$ cat src/rtl/sensor_event_arbiter.sv
// sensor_event_arbiter
// Collects spike events from N_SENSORS 4-phase req/ack sensor lines and
// arbitrates them round-robin. Each grant is encoded as a sensor address and
// written to a show-ahead FIFO, which feeds the controller through
// event_addr/event_valid/event_ready.
//
// Handshakes:
//   sensor side : 4-phase. ack rises on the grant edge, holds while req=1,
//                 and clears on the first edge that samples req=0.
//   event side  : valid/ready. A pop happens on an edge where
//                 event_valid && event_ready. event_valid never depends
//                 combinationally on event_ready or sensor_req.
//
// Optional feature macro: SENSOR_REFRACTORY_EN
//   When defined, each sensor gets a lockout counter. The counter is loaded
//   with REFRACT_CYCLES on the grant edge and counts down while the sensor's
//   ack is low.
module sensor_event_arbiter #(
  parameter int N_SENSORS      = 16,
  parameter int ADDR_W         = 4,
  parameter int FIFO_DEPTH     = 8,
  parameter int REFRACT_CYCLES = 4
) (
  input  logic                          clock,
  input  logic                          reset_n,
  input  logic [N_SENSORS-1:0]          sensor_req,
  output logic [N_SENSORS-1:0]          sensor_ack,
  output logic [ADDR_W-1:0]             event_addr,
  output logic                          event_valid,
  input  logic                          event_ready,
  output logic                          fifo_full,
  output logic [$clog2(FIFO_DEPTH):0]   fifo_count
);

  localparam int PTR_W = $clog2(FIFO_DEPTH);
  localparam int CNT_W = PTR_W + 1;

  // Reject parameter combinations the address encoding cannot represent.
  if (ADDR_W != $clog2(N_SENSORS) || FIFO_DEPTH < 2 || REFRACT_CYCLES < 0) begin : g_param_check
    $error("sensor_event_arbiter: inconsistent parameters");
  end

  logic [N_SENSORS-1:0] eligible;
  logic [ADDR_W-1:0]    rr_ptr;
  logic                 grant_found;
  logic [ADDR_W-1:0]    grant_idx;
  logic                 grant_valid;
  logic                 pop;
  logic                 can_push;

  logic [ADDR_W-1:0]    mem [FIFO_DEPTH];
  logic [PTR_W-1:0]     wr_ptr;
  logic [PTR_W-1:0]     rd_ptr;
  logic [PTR_W-1:0]     rd_ptr_nxt;

  assign event_valid = (fifo_count != '0);
  assign fifo_full   = (fifo_count == CNT_W'(FIFO_DEPTH));
  assign pop         = event_valid && event_ready;
  // A full FIFO can still accept a push when the head leaves on the same edge.
  assign can_push    = !fifo_full || pop;
  assign grant_valid = grant_found && can_push;
  assign rd_ptr_nxt  = rd_ptr + PTR_W'(1);

`ifdef SENSOR_REFRACTORY_EN
  localparam int RC_W = (REFRACT_CYCLES > 0) ? $clog2(REFRACT_CYCLES + 1) : 1;

  logic [RC_W-1:0]      refr_cnt [N_SENSORS];
  logic [N_SENSORS-1:0] refr_busy;

  // A sensor is locked out while its counter is non-zero.
  always_comb begin
    refr_busy = '0;
    for (int i = 0; i < N_SENSORS; i++) begin
      refr_busy[i] = (refr_cnt[i] != '0);
    end
  end

  assign eligible = sensor_req & ~sensor_ack & ~refr_busy;

  // Load on grant; count down only once the 4-phase cycle has dropped ack.
  always_ff @(posedge clock or negedge reset_n) begin
    if (!reset_n) begin
      for (int i = 0; i < N_SENSORS; i++) refr_cnt[i] <= '0;
    end else begin
      for (int i = 0; i < N_SENSORS; i++) begin
        if (grant_valid && grant_idx == ADDR_W'(i)) begin
          refr_cnt[i] <= RC_W'(REFRACT_CYCLES);
        end else if (!sensor_ack[i] && refr_busy[i]) begin
          refr_cnt[i] <= refr_cnt[i] - RC_W'(1);
        end
      end
    end
  end
`else
  assign eligible = sensor_req & ~sensor_ack;
`endif

  // Round-robin search: start at rr_ptr, ascend, and wrap; the first eligible sensor wins.
  always_comb begin
    int                sum;
    logic [ADDR_W-1:0] idx;
    grant_found = 1'b0;
    grant_idx   = '0;
    sum         = 0;
    idx         = '0;
    for (int off = 0; off < N_SENSORS; off++) begin
      sum = int'(rr_ptr) + off;
      if (sum >= N_SENSORS) sum = sum - N_SENSORS;
      idx = ADDR_W'(sum);
      if (!grant_found && eligible[idx]) begin
        grant_found = 1'b1;
        grant_idx   = idx;
      end
    end
  end

  // FIFO storage; the pointers and occupancy guard every read of stale slots.
  always_ff @(posedge clock) begin
    if (grant_valid) mem[wr_ptr] <= grant_idx;
  end

  // Acks, round-robin pointer, FIFO pointers/occupancy, and the registered head address.
  always_ff @(posedge clock or negedge reset_n) begin
    if (!reset_n) begin
      sensor_ack <= '0;
      rr_ptr     <= '0;
      wr_ptr     <= '0;
      rd_ptr     <= '0;
      fifo_count <= '0;
      event_addr <= '0;
    end else begin
      for (int i = 0; i < N_SENSORS; i++) begin
        if (sensor_ack[i]) begin
          sensor_ack[i] <= sensor_req[i];
        end else if (grant_valid && grant_idx == ADDR_W'(i)) begin
          sensor_ack[i] <= 1'b1;
        end
      end

      if (grant_valid) begin
        rr_ptr <= (grant_idx == ADDR_W'(N_SENSORS - 1)) ? '0 : grant_idx + ADDR_W'(1);
        wr_ptr <= wr_ptr + PTR_W'(1);
      end

      if (pop) rd_ptr <= rd_ptr_nxt;

      case ({grant_valid, pop})
        2'b10:   fifo_count <= fifo_count + CNT_W'(1);
        2'b01:   fifo_count <= fifo_count - CNT_W'(1);
        default: fifo_count <= fifo_count;
      endcase

      // The head register shows the next entry. It holds its last value when the FIFO drains.
      if (pop) begin
        if (fifo_count > CNT_W'(1)) begin
          event_addr <= mem[rd_ptr_nxt];
        end else if (grant_valid) begin
          event_addr <= grant_idx;
        end
      end else if (grant_valid && fifo_count == '0) begin
        event_addr <= grant_idx;
      end
    end
  end

endmodule

$ cat config.mk
export PLATFORM = sky130hd
export DESIGN_NAME = sensor_event_arbiter
export DESIGN_NICKNAME = d
export VERILOG_FILES = /design/src/rtl/sensor_event_arbiter.sv
export SDC_FILE = /design/constraint.sdc
export NUM_CORES = 1
export LEC_CHECK = 0
export ABC_AREA = 0
export CAP_MARGIN = 20
export CORE_MARGIN = 3
export CORE_UTILIZATION = 35
export CTS_CLUSTER_DIAMETER = 100
export CTS_CLUSTER_SIZE = 30
export DETAILED_ROUTE_END_ITERATION = 6
export DONT_BUFFER_PORTS = 1
export PLACE_DENSITY_LB_ADDON = 0.05
export SLEW_MARGIN = 20
export SYNTH_ARGS = -nofsm -noshare
export SYNTH_HDL_FRONTEND = slang
export SYNTH_SLANG_ARGS = --single-unit
$ cat constraint.sdc
create_clock -name clock -period 8.85 [get_ports clock]
set_input_delay 2.655 -clock clock [delete_from_list [all_inputs] [get_ports clock]]
set_output_delay 2.655 -clock clock [all_outputs]
set_load 0.01 [all_outputs]
==> impl_metrics.csv <==
group,metric,value,unit
outcome,status,"completed",
setup_path,crit_arrival,6410,ps
global_routing,grt_max_degree,35,
setup_path,cpPeakStageDelay,580,ps
drt,wl_met3,785,um
synth,synth_largest_area_cell,"edfxtp_1",
setup_path,cp_num_cells,12,
cts,cts_tree,"done",
setup_path,path_cells,"nand2b_1 -> mux2i_1 -> mux4_2 -> mux2i_2 -> nand2b_1 -> nor4_4 -> a221o_1 -> nand3_1 -> a2bb2oi_2 -> ha_1 -> nand2_1 -> o31ai_1",
cts,cts_sinks,66,
setup_path,end_kind,"register",
die,boundaryPins,45,
synth,netlist_top_cells_count,"nand2_1, nor2_1, dfrtp_1",
drt,routed-via-count,4402,
die,die-area,17300,um^2
drt,drc,0,
drt,detail-route-antenna-nets,0,
sta,fin_tns_setup,0,ps
drt,wl_met1,7.75,mm
finish,nets,570,
drt,dr.pass1.iters,4,
setup_path,critPathKind,"input pin to register",
synth,yosys_warnings,0,
sta,fmaxAchievable,0.162,GHz
die,coreArea,15300,um^2
cts,h-tree-depth,3,
synth,ys_dominant_reg_cell,"dfrtp_1",
min_path,hold_path_class,"register to register",
cts,cts_buffers,9,
setup_path,r2r_slack,3070,ps
setup_path,required,9090,ps
synth,syn-num-nets,578,
placement,hpwl,12.3,mm
sta,hold_violations,0,
setup_path,crit_path_start,"sensor_req[8]",
synth,synth_seq_area_share,32.8,%
synth,ys_top_cells_by_area,"edfxtp_1, dfrtp_1, mux4_2",
setup_path,reg2reg_depth,14,
cts,clockBufferDepth,2,
setup_path,r2r-start,"rr_ptr[1]",
setup_path,r2r_end,"sensor_ack[7]",
placement,placed_area,5690,um^2
cts,ctsResizeCount,0,
synth,syn_avg_cell_area,10.2,um^2
die,die_w,132,um
synth,netlist.area_leader.share,17.4,%
finish,fill_cells,1586,
drt,met2_length,7.38,mm
die,num_rows,45,
min_path,min_from,"rd_ptr[2]",
sta,fin_crit,6170,ps
finish,finalInstanceArea,6010,um^2
sta,worst_slew_pin_slew,1040,ps
drt,drt-total-wl,16.2,mm
sta,slew_headroom,30.0,%
synth,synthesis.area,5520,um^2
global_routing,globalRouteTotalUtil,18.5,%
synth,postSynth.asyncResetShare,51.5,%
synth,yosysMostFrequentCell,"nand2_1",
setup_path,worst-path-max-fanout,15,
cts,root_buffer,"clkbuf_16",
synth,synth_seq_cells,66,
global_routing,grt_antenna_before_repair,0,
flow_run,drv_cap,0,
sta,fin_skew,7.47,ps
sta,rsz0062_at_grt,"false",
finish,areaGrowthSynthToFinish,8.96,%
cts,post-cts-setup-buffer-count,0,
die,start_util,36.0,%
placement,port_buffers,0,
global_routing,overflow,0,
finish,diodes,0,
min_path,whs_endpoint,"rd_ptr[2]",
synth,synth_cell_types,78,
setup_path,crit_path_top_delay_cell,"a2bb2oi_2",
setup_path,cpMostUsedCell,"nand2b_1",
setup_path,critPathLaunchType,"input pin",
global_routing,first_global_vias,4364,
drt,top_layer,"met4",
cts,insertion_delay,330,ps
sta,setup_viol,0,
setup_path,path_buf_inv,0,
drt,avgViaCountPerCell,5.86,
synth,netlist_instances,543,
cts,hold_buffers,0,
sta,finalMaxSlewViolations,0,
drt,wl_per_cell,21.6,um
drt,first_iter_violations,333,
sta,timing.final.crit_share,69.8,%
cts,path_clk_slew,60,ps
synth,synth_edf_count,32,
setup_path,critical_path.top_delay_family,"multiplexers",
global_routing,grt_first_pass_wirelength,25.3,mm
finish,drive_gt1_share,16.1,%
die,die_h,132,um
min_path,min_path_cells,1,
placement,place_congestion,0.928,
## through the flow
step	util, %	worst slack, ps	instances	hold WS [ps]
after floorplan	-	3120	543	464
after global placement	37.1	2340	735	479
after detailed placement	37.1	2310	735	496
after CTS	39.3	2660	751	511
after global routing	39.3	2350	751	523
final	39.3	2680	751	505
## worst max-delay path by stage
stage,end,slack [ps]
after detailed placement,sensor_ack[7],2310
after floorplan,sensor_ack[11],3120
final,sensor_ack[7],2680
after global placement,sensor_ack[11],2340
after CTS,sensor_ack[7],2660
after global routing,sensor_ack[11],2350
## state kept, by name (all words and copies together), names as in the netlist
signal / count
event_addr: 4
fifo_count: 4
mem: 32
rr_ptr: 4
wr_ptr: 3
rd_ptr: 3
sensor_ack: 16
## logic make-up (layout without fill, tap and decap cells)
| family | after synthesis | count (layout) | share of synthesized area [%] |
|---|---|---|---|
| adder cells (fa/ha/maj) | 16 | 16 | 3.63 |
| XOR/XNOR | 19 | 19 | 3.42 |
| flip-flops | 66 | 66 | 32.8 |
| multiplexers | 78 | 78 | 22.0 |
| AO/OA/AOI/OAI | 125 | 125 | 15.9 |
| AND/OR/NAND/NOR | 202 | 202 | 18.9 |
| buffers and inverters | 37 | 34 | 3.27 |
## metal layers
| layer | global-route usage [%] | up-vias |
|---|---|---|
| met5 | 0 | - |
| met4 | 4.90 | 0 |
| met3 | 3.94 | 21 |
| met2 | 28.9 | 139 |
| met1 | 26.3 | 2194 |
| li1 | - | 2048 |
## cell usage in the layout (no fill, tap or decap), drive strengths merged, types with 15 or more instances in the layout
master	synthesis	layout
o31ai	20	20
nor2b	20	20
mux4	32	32
dfrtp	34	34
inv	14	16
xnor2	15	15
ha	16	16
edfxtp	32	32
mux2i	35	35
o21ai	19	19
nand2b	21	21
nand2	70	70
a21oi	22	22
nor2	43	43
## cell type report
| type | count | area, um^2 | area share, % |
|---|---|---|---|
| clock buffers | 9 | 225 | 3.75 |
| repair buffers | 4 | 30.0 | 0.499 |
| inverters | 14 | 55.1 | 0.916 |
| well taps | 211 | 264 | 4.39 |
| clock inverters | 7 | 100 | 1.66 |
| flip-flops and latches | 66 | 1810 | 30.1 |
| multi-input cells | 440 | 3530 | 58.6 |
Power is not shown: default switching activity piles up to over one toggle a cycle in this logic, so the estimate is an artifact.
